`src/rtl/llr_sat_pipe_pkg.sv`:
```
// llr_sat_pipe_pkg
//   Shared constants and helpers for the LLR quantiser.
//   - LLR_IN_W / LLR_OUT_W : default sum and message widths used by the decoder top.
//   - llr_max / llr_min    : clamp limits for a given message width and range mode.
//   Optional feature macro LLR_SAT_STATS_EN is left undefined by default.
package llr_sat_pipe_pkg;

  localparam int LLR_IN_W  = 12;
  localparam int LLR_OUT_W = 8;

  // Largest positive message value: 2^(out_w-1)-1.
  function automatic int llr_max(input int out_w);
    return (1 << (out_w - 1)) - 1;
  endfunction

  // Most negative message value; symmetric mode mirrors the positive limit.
  function automatic int llr_min(input int out_w, input bit sym);
    return sym ? -((1 << (out_w - 1)) - 1) : -(1 << (out_w - 1));
  endfunction

endpackage

```
`src/rtl/llr_sat_pipe_lane.sv`:
```
// llr_sat_lane
//   One-lane scale-and-clamp, purely combinational. The scale half produces t
//   from x; the clamp half works on t_q, the registered copy of t held by the
//   caller, so the two halves sit on either side of a pipeline register.
//   Ports:
//     x   in  IN_W     signed input sample
//     t   out IN_W+1   scaled sample (shift, optional round)
//     t_q in  IN_W+1   registered scaled sample
//     y   out OUT_W    clamped message
//     sat out 1        y was clamped
module llr_sat_lane
  import llr_sat_pipe_pkg::*;
#(
  parameter int IN_W      = LLR_IN_W,
  parameter int OUT_W     = LLR_OUT_W,
  parameter int SHIFT     = 0,
  parameter int ROUND     = 0,
  parameter int SYMMETRIC = 1
) (
  input  logic signed [IN_W-1:0]  x,
  output logic signed [IN_W:0]    t,
  input  logic signed [IN_W:0]    t_q,
  output logic signed [OUT_W-1:0] y,
  output logic                    sat
);

  localparam logic signed [IN_W:0] MAXV = (IN_W+1)'(llr_max(OUT_W));
  localparam logic signed [IN_W:0] MINV = (IN_W+1)'(llr_min(OUT_W, SYMMETRIC != 0));

  // One extra bit of headroom so negation of the most negative input and the
  // rounding increment cannot overflow.
  logic signed [IN_W:0] xe;
  assign xe = {x[IN_W-1], x};

  generate
    if (SHIFT == 0) begin : g_pass
      assign t = xe;
    end else if (ROUND == 0) begin : g_trunc
      assign t = xe >>> SHIFT;
    end else begin : g_round
      // Round half away from zero: round the magnitude, then restore the sign.
      logic signed [IN_W:0] mag;
      logic signed [IN_W:0] rnd;
      assign mag = xe[IN_W] ? -xe : xe;
      assign rnd = (mag + (IN_W+1)'(1 << (SHIFT - 1))) >>> SHIFT;
      assign t   = xe[IN_W] ? -rnd : rnd;
    end
  endgenerate

  always_comb begin
    y   = t_q[OUT_W-1:0];
    sat = 1'b0;
    if (t_q > MAXV) begin
      y   = MAXV[OUT_W-1:0];
      sat = 1'b1;
    end else if (t_q < MINV) begin
      y   = MINV[OUT_W-1:0];
      sat = 1'b1;
    end
  end

endmodule

```
`src/rtl/llr_sat_pipe.sv`:
```
// llr_sat_pipe
//   Multi-lane pipelined LLR quantiser: per lane, arithmetic shift (optional
//   rounding) of a wide signed sum, then clamp to the message width. Two
//   register stages, global stall, valid/ready on both sides.
//   Ports:
//     clk, rst_n            clock, synchronous active-low reset
//     in_valid/in_ready     input handshake (in_ready = ~out_valid | out_ready)
//     in_data               LANES x IN_W signed, lane i at [i*IN_W +: IN_W]
//     out_valid/out_ready   output handshake
//     out_data              LANES x OUT_W signed, lane i at [i*OUT_W +: OUT_W]
//     out_sat               per-lane clamp flag
//     sat_cnt_clr, sat_cnt  (LLR_SAT_STATS_EN) saturating count of clamped lane-samples
//   Macro: LLR_SAT_STATS_EN enables the saturation counter and its ports.
module llr_sat_pipe
  import llr_sat_pipe_pkg::*;
#(
  parameter int LANES     = 4,
  parameter int IN_W      = LLR_IN_W,
  parameter int OUT_W     = LLR_OUT_W,
  parameter int SHIFT     = 0,
  parameter int ROUND     = 0,
  parameter int SYMMETRIC = 1,
  parameter int CNT_W     = 16
) (
  input  logic                   clk,
  input  logic                   rst_n,
  input  logic                   in_valid,
  output logic                   in_ready,
  input  logic [LANES*IN_W-1:0]  in_data,
  output logic                   out_valid,
  input  logic                   out_ready,
  output logic [LANES*OUT_W-1:0] out_data,
  output logic [LANES-1:0]       out_sat
`ifdef LLR_SAT_STATS_EN
  ,
  input  logic                   sat_cnt_clr,
  output logic [CNT_W-1:0]       sat_cnt
`endif
);

  localparam int TW = IN_W + 1;

  if (OUT_W >= IN_W || SHIFT < 0 || SHIFT > IN_W - OUT_W || CNT_W < 1) begin : g_bad_params
    $error("llr_sat_pipe: illegal parameter combination");
  end

  logic                   adv;
  logic                   s1_valid;
  logic [LANES*TW-1:0]    s1_t;
  logic [LANES*TW-1:0]    t_d;
  logic [LANES*OUT_W-1:0] y_d;
  logic [LANES-1:0]       sat_d;

  // Global stall: the whole pipe advances only when the output slot frees up.
  assign adv      = ~out_valid | out_ready;
  assign in_ready = adv;

  for (genvar i = 0; i < LANES; i++) begin : g_lane
    llr_sat_lane #(
      .IN_W     (IN_W),
      .OUT_W    (OUT_W),
      .SHIFT    (SHIFT),
      .ROUND    (ROUND),
      .SYMMETRIC(SYMMETRIC)
    ) u_lane (
      .x  (in_data[i*IN_W +: IN_W]),
      .t  (t_d[i*TW +: TW]),
      .t_q(s1_t[i*TW +: TW]),
      .y  (y_d[i*OUT_W +: OUT_W]),
      .sat(sat_d[i])
    );
  end

  always_ff @(posedge clk) begin
    if (!rst_n) begin
      s1_valid  <= 1'b0;
      s1_t      <= '0;
      out_valid <= 1'b0;
      out_data  <= '0;
      out_sat   <= '0;
    end else if (adv) begin
      s1_valid  <= in_valid;
      s1_t      <= t_d;
      out_valid <= s1_valid;
      out_data  <= y_d;
      out_sat   <= sat_d;
    end
  end

`ifdef LLR_SAT_STATS_EN
  localparam int PW = $clog2(LANES + 1);
  localparam int SW = CNT_W + PW;

  logic [PW-1:0] pop;
  logic [SW-1:0] sum;

  always_comb begin
    pop = '0;
    for (int unsigned i = 0; i < LANES; i++) begin
      pop = pop + PW'(out_sat[i]);
    end
  end

  assign sum = SW'(sat_cnt) + SW'(pop);

  always_ff @(posedge clk) begin
    if (!rst_n) begin
      sat_cnt <= '0;
    end else if (sat_cnt_clr) begin
      sat_cnt <= '0;
    end else if (out_valid && out_ready) begin
      sat_cnt <= (sum > SW'({CNT_W{1'b1}})) ? '1 : sum[CNT_W-1:0];
    end
  end
`endif

endmodule

```
`config.mk`:
```
export PLATFORM = sky130hd
export DESIGN_NAME = llr_sat_pipe
export DESIGN_NICKNAME = d
export VERILOG_FILES = /design/src/rtl/llr_sat_pipe_pkg.sv /design/src/rtl/llr_sat_pipe_lane.sv /design/src/rtl/llr_sat_pipe.sv
export SDC_FILE = /design/constraint.sdc
export NUM_CORES = 1
export LEC_CHECK = 0
export ABC_AREA = 0
export CAP_MARGIN = 5
export CORE_MARGIN = 10
export CORE_UTILIZATION = 43
export DETAILED_ROUTE_END_ITERATION = 12
export GPL_TIMING_DRIVEN = 0
export PLACE_DENSITY = 0.75
export SLEW_MARGIN = 25
export SYNTH_ARGS = -nofsm -noshare
export SYNTH_HDL_FRONTEND = slang
export SYNTH_SLANG_ARGS = --single-unit
```
`constraint.sdc`:
```
create_clock -name clk -period 1.44 [get_ports clk]
set_input_delay 0.432 -clock clk [delete_from_list [all_inputs] [get_ports clk]]
set_output_delay 0.432 -clock clk [all_outputs]
set_load 0.005 [all_outputs]
```
Yosys cells after proc, flatten, opt, wreduce, memory -nomap -nowiden
Index checks and enable logic that the tools add are counted.
{ "word_totals": {"register_bits": 89} }
{ "classes": {"mux": 16, "order_cmp": 8, "bitwise": 2} }
{ "op_table": {"columns": ["operator", "n"], "rows": [
  ["2-to-1 mux 8 bit", 8],
  ["greater-than comparator 13 x 8 -> 1 bit, second input constant", 3],
  ["< comparator 13 x 8 -> 1 bit, second input constant", 3],
  ["greater-than comparator 12 x 8 -> 1 bit, second input constant", 1],
  ["< comparator 12 x 8 -> 1 bit, second input constant", 1],
  ["2-to-1 mux 1 bit", 8],
  ["inverter 1 bit", 1],
  ["bitwise OR 1 bit", 1]
]} }

Longest topological paths before layout
Gate-level depths: netlist of run 1.
{ "logic_depth": {"depth_word": 3, "depth_mapped": 6, "mapped_depth_nobuf": 5} }

Cells and area by module
Synthesis of run 1 repeated with hierarchy kept, for this count alone.
{ "unflattened": {"cells_unflattened": 546, "area_unflattened_um2": 4807.1} }
{ "by_module_without_submodules": {"columns": ["mod", "instances", "seq_area_each_um2", "area_each_um2", "cells_each"], "rows": [
  ["llr_sat_pipe", 1, 1801.7, 3756.1, 390],
  ["llr_sat_lane", 4, 0.0, 262.8, 39]
]} }

Worst setup path after synthesis of run 1
OpenSTA, ideal clock, no wires.
{ "synth_timing": {"path_kind": "reg-to-reg", "startpoint": "register s1_t[42]", "endpoint": "register out_data[27]", "arrival_time_ns": 1.426, "period_less_slack_ns": 1.543, "path_slack_ns": -0.103, "setup_ns": 0.117, "path_stages_with_launch": 5, "path_cell_list": "dfxtp_1 or4_1 o41ai_2 a21oi_2 a22o_1"} }
{ "synth_via": {"elab_chain_len": 3, "elab_cells_between_ends": 4} }
{ "synth_lines": {"columns": ["item", "line_no", "text"], "rows": [
  ["start, declared", "llr_sat_pipe.sv:49", "logic [LANES*TW-1:0] s1_t;"],
  ["start signal, assigned", "llr_sat_pipe.sv:83", "s1_t <= t_d;"],
  ["< comparator 12 x 8 -> 1 bit", "llr_sat_pipe_lane.sv:56", "end else if (t_q < MINV) begin"],
  ["2-to-1 mux 8 bit", "llr_sat_pipe_lane.sv:56", null],
  ["2-to-1 mux 8 bit *", "llr_sat_pipe_lane.sv:53", "if (t_q > MAXV) begin"],
  ["end signal, assigned", "llr_sat_pipe.sv:85", "out_data <= y_d;"],
  ["end, declared", "llr_sat_pipe.sv:32", "output logic [LANES*OUT_W-1:0] out_data,"]
]} }
Every way passes the cells marked *; elsewhere a longest branch is shown, timed or not.
A chain may end at the register's enable or synchronous reset.

Worst setup path after layout of run 1
{ "layout_timing": {"startpoint": "register out_valid", "endpoint": "output port in_ready"} }
{ "layout_via": {"elab_chain_len": 2} }
{ "layout_lines": {"columns": ["item", "line_no", "text"], "rows": [
  ["start, declared", "llr_sat_pipe.sv:30", "output logic out_valid,"],
  ["start signal, assigned", "llr_sat_pipe.sv:84", "out_valid <= s1_valid;"],
  ["inverter 1 bit", "llr_sat_pipe.sv:55", "assign adv = ~out_valid | out_ready;"],
  ["bitwise OR 1 bit", "llr_sat_pipe.sv:55", null],
  ["end, declared", "llr_sat_pipe.sv:28", "output logic in_ready,"]
]} }
Every way passes these cells.

==> reports/qor.txt, run 1 <==
status = finished with violations
failing checks = setup timing
Setup crit end kind = output pin
P_leak = 1.98 nW
DRT Pass-1 Iters = 4
part of the power in registers = 0.543
Final Hold Vio Count = 0
cell area power density = 1060 nW/um2
area growth from synthesis to layout = 41.2%
cts hold-fix bufs = 0
Residual DRC = 0
Starting Density = 0.436
H-tree Lvls = 3
critical path startpoint category = register
synth unique cells = 26
final worst path period share = 1.15
Post-synth top cells = 117 x nand2_1, 86 x dfxtp_1, 53 x a21boi_0, 34 x o21ai_0
Fillers = 697
crit path max fanout = 2
WL final = 9.35 mm
Reg2Reg Depth = 4
synth top area cells = dfxtp_1 52%, nand2_1 13%, a21boi_0 12%
FMAX = 0.604 GHz
initial antenna violation count = 0
Worst Hold Depth = 2
yosys warns = 0
RSZ-0062 raised after global routing = true
post-route ant nets = 0
Routability Congestion = 0.851
number of CTS-inserted buffers = 9
Clock Path Buffers = 2
worst clock skew = 9.42 ps
Core ar. = 7650 um2
P_int = 3.70 mW
Setup TNS Final = -976 ps
clock latency on the worst-skew pair = 350 ps
WP data required = 1010 ps
Vias = 3154
count leader, synth = nand2_1
Final nets = 562
I/O pin count = 90
routed vias/inst = 5.12
max capacitance violation total = 0
clock sink count = 86
min cycle time layout = 1660 ps
first-pass GRT wire length = 15.0 mm
height of the die = 108 um
num rows = 32
GRT Residual Overflow = 0
NetSw = 1.30 mW
most used flip-flop cell after synthesis = dfxtp_1
synthesized flop and latch total = 86
sequential fraction of the synthesis area = 0.516
count of port buffers added during placement = 88
dpl cell area = 4350 um2
Max-slew headroom = 0.696
Worst-path clk slew = 80 ps
number of enable flip-flop cells after synthesis = 0
clock power share = 0.305
Sw Share = 0.259
clock root buffer = clkbuf_8
top cell type's share of synthesized area = 0.516
Antenna Cells = 0
average cell area after synthesis = 8.22 um2
setup ws final = -216 ps
Mapped Nets = 458
WP data arrival = 1220 ps
Logic pwr share = 0.152
share of cells above drive strength 1 = 0.140
die width = 108 um
wire length per cell = 15.2 um
Post-Synthesis Cells = 406
Worst-Margin Slew = 453 ps
HPWL after detailed placement = 6.99 mm
Initial DRC Count = 98
pin count of the biggest net entering global routing = 14
vias in the first global route = 3090
Tightest Hold Check Type = primary input to register
Die Area = 11700 um2
CTS tree = done
Mapped Area = 3340 um2
ys async rst share = 0
Final Instance Area = 4710 um2
maximum vdd drop = 0.592 mV
total track usage = 0.160
final-report max-slew violation count = 0
Setup violations, final = 7
crit path kind = register to output pin
cell taking the most area after synthesis = dfxtp_1
-- critical path: stages, from the launching register on --
cell and delay (ps):
dfxtp_2 330, nor2b_4 150, inv_2 60, buf_6 110
buf_8 110, buf_6 100
-- cells by family (layout without fill, tap and decap cells) --
logic type	after synthesis	after routing	synth area share
and+or+nand+nor	168	168	0.211
AOI/OAI and AO/OA	121	121	0.237
DFF	86	86	0.516
buffers and inverters	31	139	0.0356
-- state kept, by name, indices dropped and copies added (netlist names) --
register   count
out_data      32
out_sat        4
out_valid      1
s1_t          48
s1_valid       1
-- through the flow --
stage                     cells  total power, mW  utilization  hold slack, ps  setup slack [ps]
after floorplan             406             3.05            -             438              -103
after global placement      596             3.50        0.568             456             -1310
after detailed placement    596             3.52        0.568             460             -1320
after CTS                   615             4.98        0.598             452              -223
after global routing        616             5.25        0.616             485              -262
final                       616             5.00        0.616             464              -216
-- repair_timing --
| action | CTS | global route |
|---|---|---|
| endpoints found under the setup margin | 124 | 92 |
| resized for setup | 73 | 65 |
| pin swaps | 5 | 8 |
| setup buffers | 4 | 2 |
-- layout by cell type, fill, tap and decap left out, drive strengths merged, types with 2 or more instances in the layout --
| cell type | instances |
|---|---|
| a22o | 4 |
| clkinvlp | 2 |
| nor4 | 7 |
| dlygate4sd2 | 36 |
| o21ai | 34 |
| buf | 16 |
| nor3 | 16 |
| clkdlybuf4s50 | 49 |
| nand4 | 3 |
| inv | 5 |
| a21o | 4 |
| nor2 | 17 |
| a21oi | 21 |
| nand2 | 117 |
| clkdlybuf4s15 | 2 |
| clkbuf | 28 |
| a21boi | 53 |
| or4 | 4 |
| dfxtp | 86 |
-- path summary, 6_finish.rpt --
| path | slack (ps) | start | endpoint |
|---|---|---|---|
| hold reg to reg | 470 | out_data[31] | out_data[31] |
| setup reg to reg | -180 | s1_t[42] | out_data[30] |
| setup / recovery | -220 | out_valid | in_ready |
| hold / removal | 460 | rst_n | out_data[25] |
-- power groups by stage --
| stage | clock [mW] | sequential, mW | combinational, mW |
|---|---|---|---|
| CTS | 1.55 | 2.70 | 0.726 |
| finish | 1.53 | 2.71 | 0.759 |
| detailed placement | 0 | 2.75 | 0.770 |
| floorplan | 0 | 2.73 | 0.324 |
| global route | 1.67 | 2.74 | 0.848 |
| global placement | 0 | 2.75 | 0.752 |
-- routing by layer --
layer  track usage  wire length, um
met5             0                0
met3        0.0631              755
met4        0.0582              144
met1         0.194             4020
met2         0.250             4430
-- layout make-up --
type | instances | area (um2) | share of cell area
Sequential cell | 86 | 1740 | 0.369
Tap cell | 102 | 128 | 0.0271
Multi-Input combinational cell | 289 | 1610 | 0.342
Buffer | 26 | 166 | 0.0353
Clock buffer | 12 | 155 | 0.0329
Clock inverter | 3 | 20.0 | 0.00425
Inverter | 5 | 18.8 | 0.00398
Timing Repair Buffer | 93 | 875 | 0.186
No activity file was read; power rests on OpenSTA's default activity.
==> run 2, diff against run 1 <==
--- a/config.mk
+++ b/config.mk
@@ -16,3 +16,4 @@
 export SYNTH_ARGS = -nofsm -noshare
 export SYNTH_HDL_FRONTEND = slang
 export SYNTH_SLANG_ARGS = --single-unit
+export TNS_END_PERCENT = 10
==> run 2 against run 1 <==
Net effect:
- the flow still finishes with violations (setup timing)
- power decreased by 0.82%
- sequential share of layout area increased by 0.56 points
- first-iteration DRC count decreased by 5.1%
- largest cell class unchanged
==> reports/qor.txt, run 2 (synthesis gave the netlist of run 1 again) <==
count of port buffers added during placement = 88 (unchanged)
Setup TNS Final = -1220 ps (was -976 ps)
Hold Startpoint = rst_n (unchanged)
share of cells above drive strength 1 = 0.119 (was 0.140)
max capacitance violation total = 0 (unchanged)
reg-to-reg startpoint = s1_t[42] (unchanged)
area growth from synthesis to layout = 39.0% (was 41.2%)
Worst Hold Depth = 3 (was 2)
R2R Setup Slk = -190 ps (was -180 ps)
Max-slew headroom = 0.684 (was 0.696)
pin count of the biggest net entering global routing = 14 (unchanged)
post-route ant nets = 0 (unchanged)
Largest register FFs = 48 (unchanged)
cts hold-fix bufs = 0 (unchanged)
crit path kind = register to output pin (unchanged)
Reg2Reg Depth = 4 (unchanged)
setup ws final = -212 ps (was -216 ps)
Setup violations, final = 13 (was 7)
WL final = 9.24 mm (was 9.35 mm)
first-pass GRT wire length = 15.0 mm (about the same)
CTS tree = done (unchanged)
initial antenna violation count = 0 (unchanged)
WP data required = 1010 ps (about the same)
commonest non-fill, non-tap cell in the layout = nand2_1 (unchanged)
I/O pin count = 90 (unchanged)
Largest Register = s1_t (unchanged)
footprint of the multi-input gates = 1560 um2 (was 1610 um2)
Final nets = 562 (unchanged)
Starting Density = 0.436 (unchanged)
Setup crit end kind = output pin (unchanged)
Tightest Hold Check Type = primary input to register (unchanged)
Initial DRC Count = 93 (was 98)
Routability Congestion = 0.851 (unchanged)
maximum vdd drop = 0.465 mV (was 0.592 mV)
number of CTS-inserted buffers = 9 (unchanged)
biggest regs = s1_t (48), out_data (32), out_sat (4) (unchanged)
commonest non-fill, non-tap cells in the layout = 117 x nand2_1, 74 x dfxtp_1, 53 x a21boi_0 (was 116 x nand2_1, 73 x dfxtp_1, 52 x a21boi_0)
Vias = 3134 (was 3154)
clock root buffer = clkbuf_8 (unchanged)
final-report max-slew violation count = 0 (unchanged)
clock sink count = 86 (unchanged)
hold endpoint = out_data[24] (was out_data[25])
num rows = 32 (unchanged)
FMAX = 0.605 GHz (was 0.604 GHz)
clock latency on the worst-skew pair = 350 ps (about the same)
total track usage = 0.160 (about the same)
Residual DRC = 0 (unchanged)
RSZ-0062 raised after global routing = true (unchanged)
height of the die = 108 um (unchanged)
wire length per cell = 15.0 um (was 15.2 um)
DRT Pass-1 Iters = 4 (unchanged)
final worst path period share = 1.15 (about the same)
Worst-path clk slew = 80 ps (about the same)
crit path max fanout = 2 (unchanged)
H-tree Lvls = 3 (unchanged)
HPWL after detailed placement = 6.99 mm (unchanged)
Fillers = 709 (was 697)
Final Hold Vio Count = 0 (unchanged)
die width = 108 um (unchanged)
Die Area = 11700 um2 (unchanged)
P_leak = 1.97 nW (was 1.98 nW)
cell area power density = 1070 nW/um2 (was 1060 nW/um2)
critical path startpoint category = register (unchanged)
Core ar. = 7650 um2 (unchanged)
Final Core Density = 0.607 (was 0.616)
GRT Residual Overflow = 0 (unchanged)
failing checks = setup timing (unchanged)
Storage cell area = 1740 um2 (about the same)
routed vias/inst = 5.09 (was 5.12)
worst clock skew = 9.07 ps (was 9.42 ps)
vias in the first global route = 3091 (was 3090)
Worst-Margin Slew = 474 ps (was 453 ps)
min cycle time layout = 1650 ps (was 1660 ps)
Clock Path Buffers = 2 (unchanged)
status = finished with violations (unchanged)
Antenna Cells = 0 (unchanged)
worst reg2reg endpoint = out_data[30] (unchanged)
WP data arrival = 1220 ps (about the same)
run 2: changes by cell type in the layout (fill, tap and decap cells not counted), moves of 3 or more:
cell	change
o21ai_2	-3
o21ai_1	+3
clkbuf_4	+4
buf_6	-3
run 2: per-stage QoR:
| step | hold WS [ps] | std cells | setup slack, ps | area, um2 | power, mW |
|---|---|---|---|---|---|
| 2_1_floorplan | 438 | 406 | -103 | 3340 | 3.05 |
| 3_3_place_gp | 456 | 596 | -1310 | 4350 | 3.50 |
| 3_5_place_dp | 460 | 596 | -1320 | 4350 | 3.52 |
| 4_1_cts | 452 | 614 | -235 | 4550 | 4.97 |
| 5_1_grt | 482 | 616 | -266 | 4640 | 5.22 |
| 6_report | 468 | 616 | -212 | 4640 | 4.96 |
run 2: where the power goes:
part / internal, mW / switching (mW)
registers: 2.57 / 0.135
logic: 0.401 / 0.329
clock network: 0.709 / 0.811
run 2: cell type report:
cell class                      instances  area share
Buffer                                 26      0.0326
Clock buffer                           12      0.0334
Clock inverter                          3     0.00431
Inverter                                5     0.00405
Multi-Input combinational cell        289       0.335
Sequential cell                        86       0.374
Tap cell                              102      0.0275
Timing Repair Buffer                   93       0.189
run 2: critical path: stages, from the launching register on:
cell	delay [ps]
dfxtp_2	330
nor2b_4	150
inv_2	60
buf_6	120
buf_8	110
buf_6	100
run 2: metal layers:
metal,part of all wire,GRT usage,vias up
met1,0.43,0.194,1428
met3,0.092,0.0637,11
met5,0,0,-
li1,-,-,1593
met4,0.011,0.0582,0
met2,0.46,0.249,102
run 2: worst max path at each step:
stage,start,cells past startpoint,to,slack [ps]
CTS,out_valid,5,in_ready,-240
global route,out_valid,5,in_ready,-270
global placement,out_ready,6,in_ready,-1310
detailed placement,out_ready,6,in_ready,-1320
floorplan,s1_t[42],4,out_data[27],-100
finish,out_valid,5,in_ready,-210
run 2: repair_timing:
action	in CTS	in global routing
endpoints found under the setup margin	124	92
pin swaps	4	3
resized for setup	71	43
buffers inserted	3	2
==> run 3, diff against run 2 <==
--- a/config.mk
+++ b/config.mk
@@ -10,6 +10,7 @@
 export CORE_MARGIN = 10
 export CORE_UTILIZATION = 43
 export DETAILED_ROUTE_END_ITERATION = 12
+export GPL_ROUTABILITY_DRIVEN = 0
 export GPL_TIMING_DRIVEN = 0
 export PLACE_DENSITY = 0.75
 export SLEW_MARGIN = 25
==> results of run 3 <==
No change in the layout: final DEF, timing and power equal those of run 2.
